$ cat src/rtl/dcache_mshr_ctrl.sv
// dcache_mshr_ctrl
//   Miss status holding register controller for a blocking-free data cache.
//   Incoming read misses are merged into an outstanding entry with the same
//   block tag or allocated into the lowest free entry. One block repair
//   request at a time is presented to an external arbiter. Returning fills
//   complete the matching issued entry and produce a one-cycle response.
//
// Ports
//   clk, rst                     clock, asynchronous active-low reset
//   miss_valid/addr/ready/id     miss intake; ready and id are combinational
//   repair_req_valid/addr/ready  registered repair request, held until ready
//   fill_valid/addr/data         returned block data
//   resp_valid/id/data/merge_cnt one-cycle completion pulse with entry info
//   err_unexpected_fill          one-cycle pulse for a fill with no issued match
module dcache_mshr_ctrl #(
  parameter int ADDR_W   = 32,
  parameter int BLOCK_W  = 256,
  parameter int NUM_MSHR = 4,
  localparam int OFF_W   = $clog2(BLOCK_W / 8),
  localparam int ID_W    = $clog2(NUM_MSHR)
) (
  input  logic               clk,
  input  logic               rst,
  input  logic               miss_valid,
  input  logic [ADDR_W-1:0]  miss_addr,
  output logic               miss_ready,
  output logic [ID_W-1:0]    miss_id,
  output logic               repair_req_valid,
  output logic [ADDR_W-1:0]  repair_req_addr,
  input  logic               repair_req_ready,
  input  logic               fill_valid,
  input  logic [ADDR_W-1:0]  fill_addr,
  input  logic [BLOCK_W-1:0] fill_data,
  output logic               resp_valid,
  output logic [ID_W-1:0]    resp_id,
  output logic [BLOCK_W-1:0] resp_data,
  output logic [3:0]         resp_merge_cnt,
  output logic               err_unexpected_fill
);

  localparam int TAG_W = ADDR_W - OFF_W;

  typedef enum logic [1:0] {
    ST_INVALID = 2'd0,
    ST_PENDING = 2'd1,
    ST_ISSUED  = 2'd2
  } entry_state_t;

  entry_state_t     state_reg [NUM_MSHR];
  logic [TAG_W-1:0] tag_reg   [NUM_MSHR];
  logic [3:0]       cnt_reg   [NUM_MSHR];

  logic              req_valid_reg;
  logic [ID_W-1:0]   req_idx_reg;
  logic [ADDR_W-1:0] req_addr_reg;

  logic               resp_valid_reg;
  logic [ID_W-1:0]    resp_id_reg;
  logic [BLOCK_W-1:0] resp_data_reg;
  logic [3:0]         resp_cnt_reg;
  logic               err_reg;

  logic [TAG_W-1:0] miss_tag;
  logic [TAG_W-1:0] fill_tag;
  assign miss_tag = miss_addr[ADDR_W-1:OFF_W];
  assign fill_tag = fill_addr[ADDR_W-1:OFF_W];

  // Per-entry match vectors.
  logic [NUM_MSHR-1:0] hit_vec;
  logic [NUM_MSHR-1:0] free_vec;
  logic [NUM_MSHR-1:0] pend_vec;
  logic [NUM_MSHR-1:0] fill_vec;

  for (genvar gi = 0; gi < NUM_MSHR; gi++) begin : g_match
    assign hit_vec[gi]  = (state_reg[gi] != ST_INVALID) && (tag_reg[gi] == miss_tag);
    assign free_vec[gi] = (state_reg[gi] == ST_INVALID);
    assign pend_vec[gi] = (state_reg[gi] == ST_PENDING);
    assign fill_vec[gi] = (state_reg[gi] == ST_ISSUED) && (tag_reg[gi] == fill_tag);
  end

  // Lowest-index encoders. Tags are unique among valid entries, so hit_vec
  // and fill_vec are at most one-hot.
  logic [ID_W-1:0] hit_idx, free_idx, pend_idx, fill_idx;

  always_comb begin
    hit_idx  = '0;
    free_idx = '0;
    pend_idx = '0;
    fill_idx = '0;
    for (int i = NUM_MSHR - 1; i >= 0; i--) begin
      if (hit_vec[i])  hit_idx  = ID_W'(i);
      if (free_vec[i]) free_idx = ID_W'(i);
      if (pend_vec[i]) pend_idx = ID_W'(i);
      if (fill_vec[i]) fill_idx = ID_W'(i);
    end
  end

  logic hit, free_any, pend_any, fill_hit;
  logic hit_sat, fill_collide;
  logic accept, alloc_en, merge_en, handshake;

  assign hit      = |hit_vec;
  assign free_any = |free_vec;
  assign pend_any = |pend_vec;
  assign fill_hit = fill_valid && (|fill_vec);

  assign hit_sat = hit && (cnt_reg[hit_idx] == 4'hF);
  // A miss to a block whose fill is arriving this cycle is held off so it
  // never merges into an entry that is being freed.
  assign fill_collide = fill_valid && (fill_tag == miss_tag);

  assign miss_ready = !fill_collide && (hit ? !hit_sat : free_any);
  assign miss_id    = hit ? hit_idx : free_idx;

  assign accept    = miss_valid && miss_ready;
  assign alloc_en  = accept && !hit;
  assign merge_en  = accept && hit;
  assign handshake = req_valid_reg && repair_req_ready;

  // Issue selection: the oldest-index pending entry wins; when nothing is
  // pending, a miss being allocated this cycle is issued directly so its
  // request appears on the very next cycle.
  logic             issue_load;
  logic [ID_W-1:0]  issue_idx;
  logic [TAG_W-1:0] issue_tag;

  assign issue_load = !req_valid_reg && (pend_any || alloc_en);
  assign issue_idx  = pend_any ? pend_idx : free_idx;
  assign issue_tag  = pend_any ? tag_reg[pend_idx] : miss_tag;

  // Entry state. Allocation, merge, handshake and fill touch disjoint
  // entries or disjoint fields, so they are applied independently.
  always_ff @(posedge clk or negedge rst) begin
    if (!rst) begin
      for (int i = 0; i < NUM_MSHR; i++) begin
        state_reg[i] <= ST_INVALID;
        tag_reg[i]   <= '0;
        cnt_reg[i]   <= '0;
      end
    end else begin
      for (int i = 0; i < NUM_MSHR; i++) begin
        if (alloc_en && (free_idx == ID_W'(i))) begin
          state_reg[i] <= ST_PENDING;
          tag_reg[i]   <= miss_tag;
          cnt_reg[i]   <= '0;
        end else if (merge_en && (hit_idx == ID_W'(i))) begin
          cnt_reg[i] <= cnt_reg[i] + 4'd1;
        end
        if (handshake && (req_idx_reg == ID_W'(i))) begin
          state_reg[i] <= ST_ISSUED;
        end
        if (fill_hit && (fill_idx == ID_W'(i))) begin
          state_reg[i] <= ST_INVALID;
        end
      end
    end
  end

  // Repair request register: loaded only while idle, held until accepted.
  always_ff @(posedge clk or negedge rst) begin
    if (!rst) begin
      req_valid_reg <= 1'b0;
      req_idx_reg   <= '0;
      req_addr_reg  <= '0;
    end else if (req_valid_reg) begin
      if (repair_req_ready) begin
        req_valid_reg <= 1'b0;
      end
    end else if (issue_load) begin
      req_valid_reg <= 1'b1;
      req_idx_reg   <= issue_idx;
      req_addr_reg  <= {issue_tag, {OFF_W{1'b0}}};
    end
  end

  // Completion and error pulses.
  always_ff @(posedge clk or negedge rst) begin
    if (!rst) begin
      resp_valid_reg <= 1'b0;
      resp_id_reg    <= '0;
      resp_data_reg  <= '0;
      resp_cnt_reg   <= '0;
      err_reg        <= 1'b0;
    end else begin
      resp_valid_reg <= fill_hit;
      err_reg        <= fill_valid && !fill_hit;
      if (fill_hit) begin
        resp_id_reg   <= fill_idx;
        resp_data_reg <= fill_data;
        resp_cnt_reg  <= cnt_reg[fill_idx];
      end
    end
  end

  assign repair_req_valid    = req_valid_reg;
  assign repair_req_addr     = req_addr_reg;
  assign resp_valid          = resp_valid_reg;
  assign resp_id             = resp_id_reg;
  assign resp_data           = resp_data_reg;
  assign resp_merge_cnt      = resp_cnt_reg;
  assign err_unexpected_fill = err_reg;

endmodule

$ cat config.mk
export PLATFORM = sky130hd
export DESIGN_NAME = dcache_mshr_ctrl
export DESIGN_NICKNAME = d
export VERILOG_FILES = /design/src/rtl/dcache_mshr_ctrl.sv
export SDC_FILE = /design/constraint.sdc
export NUM_CORES = 1
export LEC_CHECK = 0
export CAP_MARGIN = 10
export CORE_ASPECT_RATIO = 2
export CORE_MARGIN = 2
export CORE_UTILIZATION = 30
export CTS_BUF_LIST = sky130_fd_sc_hd__clkbuf_8 sky130_fd_sc_hd__clkbuf_16
export DETAILED_ROUTE_END_ITERATION = 16
export GPL_TIMING_DRIVEN = 0
export HOLD_SLACK_MARGIN = 0.15
export PLACE_DENSITY = 0.66
export SETUP_SLACK_MARGIN = 0.3
export SYNTH_ARGS = -nofsm -noshare
export SYNTH_HDL_FRONTEND = slang
export SYNTH_SLANG_ARGS = --single-unit
$ cat constraint.sdc
create_clock -name clk -period 3.6 [get_ports clk]
set_input_delay 0.36 -clock clk [delete_from_list [all_inputs] [get_ports clk]]
set_output_delay 0.36 -clock clk [all_outputs]
set_load 0.005 [all_outputs]
== Yosys cells after proc, flatten, opt, wreduce, memory -nomap -nowiden ==
Index checks and enable logic that the tools add are counted.

* Logic and storage cells: 178
* Output and inout port bits: 300
* Register bits: 426
* Input port bits: 325

* $lt $le $gt $ge: 3
* Add/subtract/negate cells: 4
* Bitwise operators: 4
* Equality and inequality tests: 30
* Reduce and logical (&&, ||, !) cells: 65
* Muxes and demuxes: 52

{| class="wikitable"
|+ Operators with widths
! cell !! count
|-
| equality test 27 bit || 9
|-
| two-way mux 27 bit || 3
|-
| two-way mux 2 bit || 30
|-
| binary-select mux 27 bit (select 2 bit) || 1
|-
| two-way mux 4 bit || 12
|-
| logical AND 1 bit || 34
|-
| equality test 2 bit, second input constant || 12
|-
| adder 4 x 1 -> 4 bit, second input constant || 4
|-
| binary-select mux 4 bit (select 2 bit) || 2
|-
| equality test 2 x 1 -> 1 bit, second input constant || 8
|-
| logical NOT 2 bit || 8
|-
| nonzero test 2 bit || 8
|-
| OR reduction 4 bit || 4
|-
| nonzero test 3 bit || 4
|-
| greater-or-equal comparator 3 bit, second input constant || 3
|-
| inverter 2 -> 3 bit || 3
|-
| logical NOT 1 bit || 5
|-
| equality test 4 bit, second input constant || 1
|-
| two-way mux 1 bit || 4
|-
| AND reduction 2 bit || 1
|-
| logical OR 1 bit || 1
|-
| inverter 1 bit || 1
|}

== Depth between registers and ports, before layout ==
* Depth after elaboration: 21
* Mapped depth: 11
* Depth with buffers taken out: 8

== Least setup slack after synthesis ==
Ideal clock, no wire load.

* Path kind: input-to-reg
* From: input miss_addr[14]
* To: register tag_reg[55] in the netlist's numbering
* Arrival: 2.671 ns
* Setup slack: 0.803 ns
* Required time: 3.475 ns
* Stages: 10
* Setup time: 0.125 ns
* Buffers on the path: 3
* Path through: buf_4 -> xor2_1 -> or4_4 -> or3_4 -> o22ai_4 -> nor2_2 -> and4_4 -> buf_6 -> buf_6 -> mux2_4

* Cells in the longest elaborated chain, start to end: 18
* Elaborated cells between the ends (all ways): 29
* Those cells by class: 6 x eq/ne; 8 x mux; 1 x bitwise; 14 x reduce/logical

{| class="wikitable"
|+ Ends and longest elaborated chain
! item !! line !! RTL
|-
| from (decl) || 25 || <nowiki>input logic [ADDR_W-1:0] miss_addr,</nowiki>
|-
| equality test 27 bit || 75 || <nowiki>assign hit_vec[gi] = (state_reg[gi] != ST_INVALID) && (tag_reg[gi] == miss_tag);</nowiki>
|-
| logical AND 1 bit || 75 ||
|-
| two-way mux 2 bit (4 in a row) || 91 || <nowiki>if (hit_vec[i]) hit_idx = ID_W'(i);</nowiki>
|-
| inverter 2 -> 3 bit (implied by the code) || 107 || <nowiki>assign hit_sat = hit && (cnt_reg[hit_idx] == 4'hF);</nowiki>
|-
| binary-select mux 4 bit (select 2 bit) || 107 ||
|-
| two-way mux 4 bit (implied by the code) (2 in a row) || 107 ||
|-
| equality test 4 bit || 107 ||
|-
| logical AND 1 bit || 107 ||
|-
| logical NOT 1 bit || 112 || <nowiki>assign miss_ready = !fill_collide && (hit ? !hit_sat : free_any);</nowiki>
|-
| two-way mux 1 bit || 112 ||
|-
| logical AND 1 bit || 112 ||
|-
| logical AND 1 bit || 115 || <nowiki>assign accept = miss_valid && miss_ready;</nowiki>
|-
| logical AND 1 bit * || 116 || <nowiki>assign alloc_en = accept && !hit;</nowiki>
|-
| logical AND 1 bit * || 142 || <nowiki>if (alloc_en && (free_idx == ID_W'(i))) begin</nowiki>
|-
| to (signal, indexed assignment) || 144 || <nowiki>tag_reg[i] <= miss_tag;</nowiki>
|-
| to (decl) || 50 || <nowiki>logic [TAG_W-1:0] tag_reg [NUM_MSHR];</nowiki>
|}

Mark *: on every way between the ends. The rest lies on a longest branch, timed or not. The select of a mux whose other input is x is not followed.
A chain may end at the register's enable or synchronous reset.

== Worst setup path in the final report ==
* From: register tag_reg[24] in the netlist's numbering
* To: output miss_ready

* Cells in the longest elaborated chain, start to end: 15
* Elaborated cells between the ends (all ways): 16
* Those cells by class: 2 x eq/ne; 8 x mux; 1 x bitwise; 5 x reduce/logical

{| class="wikitable"
|+ Ends and longest elaborated chain
! item !! line !! RTL
|-
| equality test 27 bit * || 75 ||
|-
| logical AND 1 bit * || 75 ||
|-
| two-way mux 2 bit (4 in a row) || 91 ||
|-
| inverter 2 -> 3 bit (implied by the code) || 107 ||
|-
| binary-select mux 4 bit (select 2 bit) || 107 ||
|-
| two-way mux 4 bit (implied by the code) (2 in a row) || 107 ||
|-
| equality test 4 bit || 107 ||
|-
| logical AND 1 bit || 107 ||
|-
| logical NOT 1 bit || 112 ||
|-
| two-way mux 1 bit * || 112 ||
|-
| logical AND 1 bit * || 112 ||
|-
| to (decl) || 26 || <nowiki>output logic miss_ready,</nowiki>
|}

Marked as above.

==> impl_metrics.json <==
{
  "status": "finished clean",
  "comb_power_share_pct": 32.4,
  "grt_max_degree": 103,
  "avgSynthCellArea_um2": 12.7,
  "cts_made_buffers": 44,
  "ys.flop_type": "dfrtp_1",
  "ant_nets": 0,
  "die_y_um": 380,
  "leakagePower_nw": 13.7,
  "timing.hold.ws_ns": 0.194,
  "core_area_mm2": 0.0698,
  "drt-total-wl_um": 102000,
  "routedWlPerCell_um": 31.1,
  "switching_share_pct": 35.7,
  "grt_pass1_wl_um": 142000,
  "num_io_pins": 625,
  "syn_area_mm2": 0.0212,
  "slew_headroom_pct": 16.6,
  "cp.required_ns": 3.24,
  "hold_path.class": "input port to flop",
  "worstSetupStartpoint": "tag_reg[24]$_DFFE_PN0P_",
  "crit_type": "flop to output pin",
  "reg2reg_from": "tag_reg[96]$_DFFE_PN0P_",
  "grt.overflow.total": 0,
  "hold_path.startpoint": "miss_addr[8]",
  "hold_depth": 3,
  "synth_edf_count": 0,
  "synth_cell_types": 68,
  "worst_pin_slew_ns": 1.25,
  "drive_above_1_share_pct": 32.0,
  "synthTopCellsByArea": "dfrtp_1 (50%), mux2_2 (15%), xor2_1 (6.9%), mux2_4 (3.5%), xnor2_1 (3.3%)",
  "finalPower_mw": 16.5,
  "yosysWarnings": 0,
  "grtUsageTotal_pct": 28.2,
  "async_flop_share_pct": 100,
  "hold_viol": 0,
  "port_buffers": 555,
  "holdPathEnd": "tag_reg[3]$_DFFE_PN0P_",
  "netSwitchingPower_mw": 5.89,
  "max_cap_violations": 0,
  "clock-skew-final_ns": 0.0236,
  "vias": 17202,
  "synth-seq-area-share_pct": 50.4,
  "synth-seq-cells": 426,
  "largest_register_ff_count": 256,
  "slew_violations": 0,
  "place.gp.congestion": 1.03,
  "path_clk_slew_ns": 0.06,
  "setup_tns_ns": 0,
  "min_period_ns": 3.44,
  "die_w_um": 192,
  "grt_use_met2_pct": 49.5,
  "synthToLayoutAreaGrowth_pct": 48.4,
  "start_kind": "flop",
  "setup-violations-final": 0,
  "rsz0062_at_grt": "yes",
  "yosys.area.top_type": "dfrtp_1",
  "final_cell_mix": "clkdlybuf4s50_1 (551), dfrtp_1 (400), mux2_2 (291), xor2_1 (130), nand2_1 (110)",
  "syn_inst": 1661,
  "fin_nets": 2670,
  "dr.pass1.iters": 5,
  "end_kind": "output pin",
  "r2r_end": "repair_req_addr[18]$_DFFE_PN0P_",
  "worstRegToRegCells": 11,
  "finalCritPeriodShare_pct": 95.5,
  "power-per-cell-area_mw_per_mm2": 525,
  "p_clk_share_pct": 30.0,
  "grt_pass1_vias": 18679,
  "start_util_pct": 30.3,
  "cp_max_fo": 4,
  "grt.busiest_layer": "met2",
  "ff2ff_setup_slack_ns": 0.26,
  "ir_drop_mv": 0.406,
  "max-clock-path-buffers": 3,
  "cts.sinks": 426,
  "met1_usage_pct": 27.0,
  "vias_per_cell": 5.24,
  "max_freq_mhz": 291,
  "p_int_mw": 10.6,
  "layout_commonest_cell": "clkdlybuf4s50_1",
  "route.detailed.drc": 0,
  "seqPwrFrac_pct": 37.6,
  "cts_tree": "yes",
  "clk_latency_ns": 0.61,
  "critPathArrivalTime_ns": 3.08,
  "drtIter0Drc": 778,
  "grtUsageMet3_pct": 8.08,
  "htreeDepth": 2,
  "num_rows": 137,
  "cts-root-buf": "clkbuf_16",
  "antenna_found_initial": 20,
  "synth_top_area_share_pct": 50.4,
  "die-area_mm2": 0.0728,
  "final.fill_count": 6402,
  "place_hpwl_um": 81500
}
-- area by class of cell --
| type | instances | area, um^2 | share of cell area (%) |
|---|---|---|---|
| Multi-Input combinational cell | 1108 | 11000 | 35.2 |
| Sequential cell | 426 | 10700 | 34.1 |
| Timing Repair Buffer | 630 | 6250 | 19.9 |
| Clock buffer | 50 | 1190 | 3.81 |
| Tap cell | 903 | 1130 | 3.60 |
| Buffer | 121 | 726 | 2.31 |
| Clock inverter | 27 | 302 | 0.960 |
| Inverter | 10 | 37.5 | 0.120 |
| Antenna cell | 8 | 20.0 | 0.0638 |
-- how the worst max path moves through the flow --
stage / endpoint / slack, ns / cells past startpoint
floorplan: tag_reg[55]$_DFFE_PN0P_ / 0.80 / 10
global placement: resp_data[49]$_DFFE_PN0P_ / -16.95 / 1
detailed placement: resp_data[157]$_DFFE_PN0P_ / -1.25 / 10
CTS: miss_id[1] / 0.15 / 7
global route: miss_ready / 0.08 / 8
finish: miss_ready / 0.16 / 8
-- power groups by stage --
stage          Combinational [mW]  Clock [mW]  Sequential, mW
6_report                     5.35        4.95            6.20
5_1_grt                      5.53        5.22            6.25
4_1_cts                      5.09        5.07            6.16
3_5_place_dp                 4.73           0            6.18
3_3_place_gp                 4.68           0            6.16
2_1_floorplan                2.48           0            5.89
-- cells by family (layout without fill, tap and decap cells) --
logic type | Yosys count | count (layout) | share of synthesized area (%)
other | 1 | 13 | 0.0177
DFF | 426 | 426 | 50.4
xor gates and xnor gates | 246 | 246 | 10.2
AOI/OAI and AO/OA | 132 | 132 | 5.03
muxes | 373 | 373 | 22.1
and+or+nand+nor | 348 | 348 | 8.77
adders and majority gates | 4 | 4 | 0.237
buffers and inverters | 131 | 838 | 3.23
-- worst max-delay path, stage by stage (launching register included) --
cell	delay [ns]
dfrtp_1	0.43
xor2_1	0.74
nor4_2	0.12
nand3_1	0.19
a2bb2oi_1	0.33
a221o_1	0.30
nor2_2	0.07
a21oi_2	0.15
buf_2	0.14
-- synthesized netlist by cell type, types with 12 or more instances --
master and instances:
mux2_4 50, nand2_1 111, xor2_1 167, buf_2 76, nor3_1 12, nor4_1 75, dfrtp_1 426, mux2_2 291
nand3_1 13, xnor2_1 79, a21oi_1 22, nor2_1 36, clkbuf_1 28, mux4_2 27, o22a_1 55, nand4_1 39
-- metal layers --
| layer | vias to the layer above | routed length [um] |
|---|---|---|
| met2 | 925 | 51900 |
| li1 | 7320 | - |
| met1 | 8635 | 31400 |
| met5 | - | 60 |
| met3 | 314 | 7930 |
| met4 | 8 | 10800 |
-- per-stage QoR --
step                std cells  utilization [%]  cell area, um^2  worst slack [ns]
detailed placement       3129             40.1            28000             -1.25
floorplan                1665                -            21200             0.803
global placement         3123             39.9            27900            -16.95
global route             3278             45.0            31400            0.0752
finish                   3283             45.0            31400             0.163
CTS                      3258             44.0            30700             0.146
-- timing repair --
item | CTS | global route
setup buffers | 26 | 16
pin swaps | 25 | 42
resized for setup | 150 | 96
hold endpoints to repair | 105 | 0
endpoints found under the setup margin | 421 | 420
hold buffers | 26 | 0
Power figures use the tool's default switching activity.
